==> src/rtl/pong_pkg.sv <==
// rtl/pong_pkg.sv - PONG geometry constants, FSM/direction encodings and a paddle overlap helper
package pong_pkg;

  localparam int SCREEN_W    = 800;
  localparam int SCREEN_H    = 600;
  localparam int BALL_SIZE   = 16;
  localparam int SPEED       = 4;
  localparam int PADDLE_H    = 96;
  localparam int PADDLE_L_X  = 16;
  localparam int PADDLE_W    = 8;
  localparam int PADDLE_R_X  = 776;
  localparam int HOLD_FRAMES = 60;

  typedef enum logic [1:0] {
    IDLE   = 2'd0,
    MOVE   = 2'd1,
    SCORED = 2'd2
  } state_t;

  typedef enum logic {
    DIR_LEFT  = 1'b0,
    DIR_RIGHT = 1'b1
  } dir_x_t;

  typedef enum logic {
    DIR_UP   = 1'b0,
    DIR_DOWN = 1'b1
  } dir_y_t;

  // Ball rows [y, y+ball) intersect paddle rows [p, p+ph); 13-bit sums cannot wrap.
  function automatic logic overlap(input logic [11:0] y, input logic [11:0] p,
                                   input logic [12:0] ball, input logic [12:0] ph);
    return (({1'b0, y} + ball) > {1'b0, p}) && ({1'b0, y} < ({1'b0, p} + ph));
  endfunction

endpackage

==> src/rtl/edge_tick.sv <==
// rtl/edge_tick.sv - rising-edge detector producing the per-frame tick from vsync
module edge_tick (
  input  logic clk,
  input  logic rst,
  input  logic sig,
  output logic tick
);

  logic sig_d;

  always_ff @(posedge clk) begin
    if (rst) sig_d <= 1'b0;
    else     sig_d <= sig;
  end

  assign tick = sig & ~sig_d;

endmodule

==> src/rtl/ball_ctl.sv <==
// rtl/ball_ctl.sv - frame-rate PONG ball motion, paddle bounce, scoring and serve FSM
module ball_ctl
  import pong_pkg::*;
#(
  parameter int SCREEN_W_P    = SCREEN_W,
  parameter int SCREEN_H_P    = SCREEN_H,
  parameter int BALL_SIZE_P   = BALL_SIZE,
  parameter int SPEED_P       = SPEED,
  parameter int PADDLE_H_P    = PADDLE_H,
  parameter int PADDLE_L_X_P  = PADDLE_L_X,
  parameter int PADDLE_W_P    = PADDLE_W,
  parameter int PADDLE_R_X_P  = PADDLE_R_X,
  parameter int HOLD_FRAMES_P = HOLD_FRAMES
) (
  input  logic        pclk,
  input  logic        rst,
  input  logic        vsync_in,
  input  logic        serve,
  input  logic        serve_dir,
  input  logic [11:0] paddle_l_y,
  input  logic [11:0] paddle_r_y,
  output logic [11:0] xpos,
  output logic [11:0] ypos,
  output logic        point_l,
  output logic        point_r,
  output logic        in_play
);

  localparam logic [12:0] CX     = 13'((SCREEN_W_P - BALL_SIZE_P) / 2);
  localparam logic [12:0] CY     = 13'((SCREEN_H_P - BALL_SIZE_P) / 2);
  localparam logic [12:0] YMAX   = 13'(SCREEN_H_P - BALL_SIZE_P);
  localparam logic [12:0] XMAX   = 13'(SCREEN_W_P - BALL_SIZE_P);
  localparam logic [12:0] FACE_L = 13'(PADDLE_L_X_P + PADDLE_W_P);
  localparam logic [12:0] FACE_R = 13'(PADDLE_R_X_P - BALL_SIZE_P);
  localparam logic [12:0] SPD    = 13'(SPEED_P);
  localparam logic [12:0] BSZ    = 13'(BALL_SIZE_P);
  localparam logic [12:0] PH     = 13'(PADDLE_H_P);
  localparam int          CW     = (HOLD_FRAMES_P > 2) ? $clog2(HOLD_FRAMES_P) : 1;
  localparam logic [CW-1:0] HOLD_LAST = CW'(HOLD_FRAMES_P - 1);

  logic          tick;
  state_t        state;
  dir_x_t        dir_x;
  dir_y_t        dir_y;
  logic [CW-1:0] hold_cnt;

  logic [12:0] x13, y13;
  logic [11:0] x_nxt, y_nxt;
  dir_x_t      dx_nxt;
  dir_y_t      dy_nxt;
  logic        score_l, score_r;

  edge_tick u_edge_tick (
    .clk (pclk),
    .rst (rst),
    .sig (vsync_in),
    .tick(tick)
  );

  assign x13 = {1'b0, xpos};
  assign y13 = {1'b0, ypos};

  // Next-frame motion from pre-tick values; Y and X resolve independently so corners apply both.
  always_comb begin
    y_nxt   = ypos;
    dy_nxt  = dir_y;
    x_nxt   = xpos;
    dx_nxt  = dir_x;
    score_l = 1'b0;
    score_r = 1'b0;

    if (dir_y == DIR_DOWN) begin
      if (y13 + SPD >= YMAX) begin
        y_nxt  = YMAX[11:0];
        dy_nxt = DIR_UP;
      end else begin
        y_nxt = 12'(y13 + SPD);
      end
    end else begin
      if (y13 <= SPD) begin
        y_nxt  = 12'd0;
        dy_nxt = DIR_DOWN;
      end else begin
        y_nxt = 12'(y13 - SPD);
      end
    end

    if (dir_x == DIR_RIGHT) begin
      if (x13 <= FACE_R && x13 + SPD >= FACE_R && overlap(ypos, paddle_r_y, BSZ, PH)) begin
        x_nxt  = FACE_R[11:0];
        dx_nxt = DIR_LEFT;
      end else if (x13 + SPD >= XMAX) begin
        x_nxt   = XMAX[11:0];
        score_l = 1'b1;
      end else begin
        x_nxt = 12'(x13 + SPD);
      end
    end else begin
      if (x13 >= FACE_L && x13 <= FACE_L + SPD && overlap(ypos, paddle_l_y, BSZ, PH)) begin
        x_nxt  = FACE_L[11:0];
        dx_nxt = DIR_RIGHT;
      end else if (x13 <= SPD) begin
        x_nxt   = 12'd0;
        score_r = 1'b1;
      end else begin
        x_nxt = 12'(x13 - SPD);
      end
    end
  end

  always_ff @(posedge pclk) begin
    if (rst) begin
      state    <= IDLE;
      xpos     <= CX[11:0];
      ypos     <= CY[11:0];
      dir_x    <= DIR_RIGHT;
      dir_y    <= DIR_DOWN;
      hold_cnt <= '0;
      point_l  <= 1'b0;
      point_r  <= 1'b0;
      in_play  <= 1'b0;
    end else begin
      point_l <= 1'b0;
      point_r <= 1'b0;
      case (state)
        IDLE: begin
          xpos <= CX[11:0];
          ypos <= CY[11:0];
          if (serve) begin
            state   <= MOVE;
            dir_x   <= dir_x_t'(serve_dir);
            in_play <= 1'b1;
          end
        end
        MOVE: begin
          if (tick) begin
            xpos  <= x_nxt;
            ypos  <= y_nxt;
            dir_x <= dx_nxt;
            dir_y <= dy_nxt;
            if (score_l || score_r) begin
              state   <= SCORED;
              in_play <= 1'b0;
              point_l <= score_l;
              point_r <= score_r;
            end
          end
        end
        SCORED: begin
          if (tick) begin
            if (hold_cnt == HOLD_LAST) begin
              state    <= IDLE;
              xpos     <= CX[11:0];
              ypos     <= CY[11:0];
              hold_cnt <= '0;
            end else begin
              hold_cnt <= hold_cnt + 1'b1;
            end
          end
        end
        default: begin
          state   <= IDLE;
          in_play <= 1'b0;
        end
      endcase
    end
  end

endmodule

==> config.mk <==
export PLATFORM = sky130hd
export DESIGN_NAME = ball_ctl
export DESIGN_NICKNAME = d
export VERILOG_FILES = /design/src/rtl/pong_pkg.sv /design/src/rtl/edge_tick.sv /design/src/rtl/ball_ctl.sv
export SDC_FILE = /design/constraint.sdc
export NUM_CORES = 1
export LEC_CHECK = 0
export ABC_AREA = 1
export BUFFER_PORTS_ARGS = -buffer_cell sky130_fd_sc_hd__buf_2
export CAP_MARGIN = 10
export CORE_MARGIN = 2
export CORE_UTILIZATION = 35
export DETAILED_ROUTE_END_ITERATION = 8
export GPL_TIMING_DRIVEN = 0
export HOLD_SLACK_MARGIN = 0.1
export PLACE_DENSITY = 0.61
export SLEW_MARGIN = 10
export SYNTH_ARGS = -nofsm -noshare
export SYNTH_HDL_FRONTEND = slang
export SYNTH_SLANG_ARGS = --single-unit
==> constraint.sdc <==
create_clock -name pclk -period 4.3 [get_ports pclk]
set_input_delay 0 -clock pclk [delete_from_list [all_inputs] [get_ports pclk]]
set_output_delay 0 -clock pclk [all_outputs]
set_load 0.01 [all_outputs]
==> impl_metrics.py, run 1 <==
metrics = {
    "worst_setup_path": {
        "r2r_cells": 18,
        "cp.depth": 18,
        "critical-path-top-delay-family": "simple AND/OR/NAND/NOR gates",
        "required_ns": 4.48,
        "cpMostUsedCell": "nand3_1",
        "slowest_delay_ns": 0.60,
        "crit_slowest_cell": "dfxtp_1",
        "crit_chain": "ha_1 > nand2_2 > nor2_4 > nand2_1 > xor2_1 > ha_1 > nand2_1 > inv_1 > nand3_1 > nor2_1 > nand3_1 > nand3_1 > nor2_1 > nand3_2 > nand2_2 > o21ai_0 > o21ai_0 > nand3_1",
        "crit_path_start_kind": "register",
        "crit_path_end_kind": "register",
        "worstSetupPathType": "reg2reg",
        "cp_num_buf_inv": 1,
        "critical_path.max_fanout": 9,
        "arrival_ns": 3.34,
    },
    "sta": {
        "rsz0062_at_grt": "false",
        "setup_viol": 0,
        "final_min_period_over_clock_period_pct": 73.59,
        "worst_pin_slew_ns": 0.7447,
        "hold_slack_ns": 0.1271,
        "finalSetupTns_ns": 0,
        "hold_viol": 0,
        "slew_headroom_pct": 49.70,
        "fmax_mhz": 316.0,
        "skew_ns": 0.01414,
        "period_needed_ns": 3.165,
        "report.final.slew_viol_count": 0,
    },
    "layout": {
        "fin_cells": 811,
        "syn2layout_area_growth_pct": 15.13,
        "drive_gt1_share_pct": 15.80,
        "num_antenna_cells": 0,
        "nNetsFinal": 748,
    },
    "synth": {
        "synth_area_per_cell_um2": 6.388,
        "yosysSeqAreaShare_pct": 17.58,
        "synth-edff-count": 0,
        "synth_cell_types": 42,
        "synth-async-reset-ratio_pct": 0,
        "synthCells": 606,
        "yosysWarnings": 0,
        "dominantRegCellSynth": "dfxtp_1",
        "synth_area_um2": 3871,
        "synth-seq-cells": 34,
    },
    "flow_run": {
        "maxCapViolCount": 0,
    },
    "floorplan": {
        "coreArea_um2": 10790,
        "die_width_um": 109.2,
        "fp-row-count": 38,
        "io_pins": 56,
        "start_util_pct": 35.87,
        "die_y_um": 109.2,
        "die-area_um2": 11920,
    },
    "routing": {
        "vias": 4094,
        "first_pass_iters": 5,
        "wl_per_cell_um": 13.67,
        "via_per_inst": 5.048,
        "routed_wl_mm": 11.08,
        "drt-initial-drc-count": 257,
        "detail-route-antenna-nets": 0,
        "drcViolationCount": 0,
    },
    "grt": {
        "grt_pass1_vias": 3915,
        "grt_first_pass_wirelength_mm": 18.07,
        "grt_max_degree": 13,
        "grt_overflow": 0,
        "grt_use_total_pct": 19.03,
        "antenna_found_initial": 0,
    },
    "pwr": {
        "power_density_nw_per_um2": 186.4,
        "p_leak_nw": 2.160,
        "peakVddDrop_mv": 0.2623,
    },
    "place": {
        "place_hpwl_mm": 8.906,
        "place_congestion": 0.9257,
        "numPortBuffers": 51,
        "dp.cells": 800,
    },
    "clock_tree": {
        "cts.clk_slew.worst_paths_ns": 0.09,
        "postCtsSetupBuffers": 0,
        "cts_buffer_depth": 2,
        "cts_root_buf": "clkbuf_8",
        "cts_sinks": 34,
        "clock_latency_ns": 0.30,
        "ctsHtreeMaxLevel": 2,
        "cts_tree": "done",
        "cts_buffers": 5,
    },
    "min_path": {
        "min_path_cells": 3,
        "hp-class": "in2reg",
    },
    "outcome": {
        "status": "finished clean",
    },
}
tightest hold or removal path: cells and delay by family:
family        cells  cell delay (ns)
simple gates      1             0.08
buf+inv           2             0.29
area by class of cell:
type	instances	area (um^2)
flip-flops and latches	34	680.7
clock inverters	3	45.04
multi-input cells	470	2765
clock buffers	5	68.82
plain buffers	16	102.6
inverters	89	334.1
well taps	140	175.2
repair buffers	54	285.3
fillers	1161	6336
registers in the layout, indices dropped and copies added (netlist names):
register / cells
dir_x: 1
dir_y: 1
hold_cnt: 6
in_play: 1
point_l: 1
point_r: 1
state: 2
u_edge_tick.sig_d: 1
xpos: 10
ypos: 10
routing by layer:
metal	vias up	global-route usage [%]	wire, um	part of all wire (%)
met3	24	2.570	503	4.5
met5	-	0	0	0
met4	0	7.324	289	2.6
li1	2105	-	-	-
met2	132	32.08	5182	47
met1	1833	24.57	5110	46
power breakdown:
| part | leakage, nW | internal, mW | switching [mW] |
|---|---|---|---|
| combinational | 1.83 | 0.0737 | 0.116 |
| sequential | 0.276 | 0.321 | 0.0112 |
| clock | 0.0504 | 0.173 | 0.137 |
| total | 2.16 | 0.567 | 0.264 |
Yosys cell counts, types with 4 or more instances:
| cell | number | area, um^2 |
|---|---|---|
| nor2_1 | 63 | 236.5 |
| o21ai_0 | 32 | 160.2 |
| nand3_1 | 42 | 210.2 |
| or2_2 | 4 | 25.02 |
| nand2_2 | 9 | 56.30 |
| nand3_2 | 6 | 60.06 |
| dfxtp_1 | 34 | 680.7 |
| xor2_1 | 25 | 219.0 |
| buf_4 | 8 | 60.06 |
| o21ai_1 | 5 | 25.02 |
| inv_1 | 84 | 315.3 |
| ha_1 | 49 | 613.1 |
| o21ai_2 | 4 | 35.03 |
| nand2_1 | 114 | 427.9 |
| xnor2_1 | 5 | 43.79 |
| a21oi_1 | 50 | 250.2 |
| nor2_2 | 5 | 31.28 |
| nand4_1 | 11 | 68.82 |
| nor3_1 | 13 | 65.06 |
through the flow:
step | instance area (um^2) | setup WS (ns) | power (mW) | utilization, %
2_1_floorplan | 3882 | 1.756 | 0.4686 | -
3_3_place_gp | 4313 | 1.234 | 0.5211 | 39.96
3_5_place_dp | 4313 | 1.162 | 0.5257 | 39.96
4_1_cts | 4457 | 1.153 | 0.8375 | 41.29
5_1_grt | 4457 | 0.8872 | 0.8789 | 41.29
6_report | 4457 | 1.135 | 0.8309 | 41.29
repair_timing:
item,CTS,global route
gates resized for setup,0,0
hold endpoints to repair,4,0
endpoints found under the setup margin,0,0
hold buffers,3,0
path summary, 6_finish.rpt:
check / start / slack, ns / to
worst min register to register: in_play / 0.47 / in_play
worst max register to register: ypos[5] / 1.14 / dir_x
worst max-delay path: ypos[5] / 1.14 / dir_x
worst min-delay path: rst / 0.13 / ypos[8]
cells by family (layout without fill, tap and decap cells):
group,Yosys count,in the layout,share of synthesized area [%]
other,1,4,0.09687
AO/OA/AOI/OAI,109,109,15.64
buffers and inverters,105,167,11.28
XOR/XNOR,30,30,6.787
flip-flops,34,34,17.58
adder cells (fa/ha/maj),49,49,15.84
AND/OR/NAND/NOR,278,278,32.77
placed cells by master, fill, tap and decap left out, types with 3 or more instances in the layout:
cell type	n
o21a_1	3
xnor2_1	5
dfxtp_1	34
nor2_2	5
clkbuf_8	5
o21bai_1	3
nand3_1	42
dlygate4sd3_1	3
nor2_4	3
or2_2	4
ha_1	49
nand3_2	6
o21ai_0	32
o21ai_1	5
nand2_2	9
nand2_1	114
buf_2	54
o21ai_2	4
buf_4	8
nor3_1	13
inv_1	84
a21oi_1	50
and3_1	3
nor2_1	63
conb_1	4
clkinv_1	3
xor2_1	25
nand4_1	11
(Power assumes the default switching activity.)
==> inputs of run 2 (changes only) <==
==> constraint.sdc (replaced) <==
create_clock -name pclk -period 3.1 [get_ports pclk]
set_input_delay 0 -clock pclk [delete_from_list [all_inputs] [get_ports pclk]]
set_output_delay 0 -clock pclk [all_outputs]
set_load 0.01 [all_outputs]
==> impl_metrics.py, run 2 (same netlist as run 1, synthesis figures left out) <==
metrics = {
    "outcome": {
        "status": "finished clean",
    },
    "worst_setup_path": {
        "required_ns": 3.28,
        "r2r_start": "ypos[4]",
        "crit_path_start_kind": "register",
        "crit_path_start": "ypos[4]",
        "crit_path_end_kind": "register",
        "critical_path.max_fanout": 5,
        "worstSetupPathType": "reg2reg",
        "arrival_ns": 3.04,
    },
    "place": {
        "place_hpwl_mm": 8.906,
        "dpl_cell_area_um2": 4313,
        "dp.cells": 800,
        "place_congestion": 0.9257,
        "numPortBuffers": 51,
    },
    "sta": {
        "rsz0062_at_grt": "false",
        "final_min_period_over_clock_period_pct": 92.00,
        "fmax_mhz": 350.6,
        "setup_viol": 0,
        "skew_ns": 0.01419,
        "slew_headroom_pct": 55.38,
        "worst_pin_slew_ns": 0.6607,
        "report.final.slew_viol_count": 0,
        "finalSetupTns_ns": 0,
        "period_needed_ns": 2.852,
        "hold_viol": 0,
    },
    "layout": {
        "num_antenna_cells": 0,
        "num-fill-cells": 1159,
        "fin_cells": 811,
        "drive_gt1_share_pct": 16.39,
        "top_regs": "xpos x10, ypos x10, hold_cnt x6",
        "fin_util_pct": 41.47,
        "mostFrequentLayoutCells": "nand2_1, inv_1, nor2_1",
        "syn2layout_area_growth_pct": 15.61,
        "final_common_cell": "nand2_1",
        "nNetsFinal": 748,
        "postLayoutCellArea_um2": 4476,
    },
    "clock_tree": {
        "cts_sinks": 34,
        "cts_tree": "done",
        "postCtsSetupBuffers": 0,
        "cts.clk_slew.worst_paths_ns": 0.09,
        "cts_buffers": 5,
        "cts_root_buf": "clkbuf_8",
        "ctsHtreeMaxLevel": 2,
        "cts_buffer_depth": 2,
        "clock_latency_ns": 0.30,
    },
    "pwr": {
        "finalPower_mw": 1.155,
        "combPwrFrac_pct": 22.9,
        "p_switching_mw": 0.3686,
        "p_int_mw": 0.7861,
        "peakVddDrop_mv": 0.3638,
        "power_density_nw_per_um2": 258.0,
        "switching_share_pct": 31.93,
        "p_seq_share_pct": 39.8,
        "p_leak_nw": 2.163,
        "p_clk_share_pct": 37.3,
    },
    "floorplan": {
        "io_pins": 56,
        "coreArea_um2": 10790,
        "die_width_um": 109.2,
        "fp-row-count": 38,
        "start_util_pct": 35.87,
        "die_y_um": 109.2,
        "die-area_um2": 11920,
    },
    "routing": {
        "routed_wl_mm": 11.11,
        "top_layer": "met4",
        "via_per_inst": 5.044,
        "drt-initial-drc-count": 230,
        "vias": 4091,
        "wl_per_cell_um": 13.70,
        "detail-route-antenna-nets": 0,
        "dr_wl_met2_mm": 5.113,
        "first_pass_iters": 7,
        "drt-met1-wl_mm": 5.225,
        "wl_met3_um": 433,
        "drcViolationCount": 0,
    },
    "grt": {
        "grt_overflow": 0,
        "grt_max_degree": 13,
        "grt_use_total_pct": 19.03,
        "grt_pass1_vias": 3915,
        "grt_first_pass_wirelength_mm": 18.07,
        "antenna_found_initial": 0,
    },
    "min_path": {
        "hp-start": "rst",
        "hp-class": "in2reg",
    },
    "flow_run": {
        "maxCapViolCount": 0,
    },
}
run 2: worst paths after layout:
| kind | depth (start not counted) | to | slack, ns |
|---|---|---|---|
| worst min register to register | 2 | in_play | 0.47 |
| worst max-delay path | 18 | dir_x | 0.25 |
| worst min-delay path | 3 | ypos[8] | 0.11 |
| worst max register to register | 18 | dir_x | 0.25 |
run 2: power groups by stage:
stage	clock network [mW]	registers (mW)	logic, mW
after floorplan	0	0.469	0.181
after global placement	0	0.470	0.253
after detailed placement	0	0.471	0.258
after CTS	0.439	0.460	0.263
after global routing	0.454	0.462	0.302
final	0.431	0.460	0.264
run 2: final cells by class:
type | count | area [um^2] | area share, %
Multi-Input combinational cell | 470 | 2780 | 62.12
Tap cell | 140 | 175.2 | 3.914
Timing Repair Buffer | 54 | 285.3 | 6.374
Clock inverter | 3 | 45.04 | 1.006
Buffer | 16 | 102.6 | 2.292
Clock buffer | 5 | 68.82 | 1.538
Inverter | 89 | 334.1 | 7.464
Sequential cell | 34 | 684.4 | 15.29
run 2: metal layers:
layer	global-route usage [%]	vias up
li1	-	2104
met1	24.57	1843
met2	32.08	115
met3	2.570	29
met4	7.324	0
met5	0	-
run 2: what timing repair did:
| item | 4_1_cts | 5_1_grt |
|---|---|---|
| endpoints found under the hold margin | 4 | 0 |
| hold buffers | 3 | 0 |
| gates resized for setup | 1 | 5 |
| endpoints found under the setup margin | 4 | 13 |
run 2: metrics by stage:
| stage | hold WS (ns) | worst slack (ns) |
|---|---|---|
| 3_3_place_gp | 0.2218 | 0.03388 |
| 2_1_floorplan | 0.1249 | 0.5560 |
| 3_5_place_dp | 0.2304 | -0.03802 |
| 6_report | 0.1130 | 0.2480 |
| 5_1_grt | 0.1443 | 0.01094 |
| 4_1_cts | 0.1222 | 0.1173 |
run 2: worst max-delay path, stage by stage, from the launching register on:
cell	delay [ns]
dfxtp_1	0.42
ha_2	0.24
nand2_2	0.08
nor2_4	0.14
nand2_1	0.11
xor2_2	0.23
ha_1	0.29
nand2_1	0.07
inv_1	0.06
nand3_1	0.06
nor2_1	0.04
nand3_1	0.08
nand3_1	0.08
nor2_1	0.21
nand3_2	0.15
nand2_2	0.11
o21ai_0	0.10
o21ai_0	0.19
nand3_1	0.08
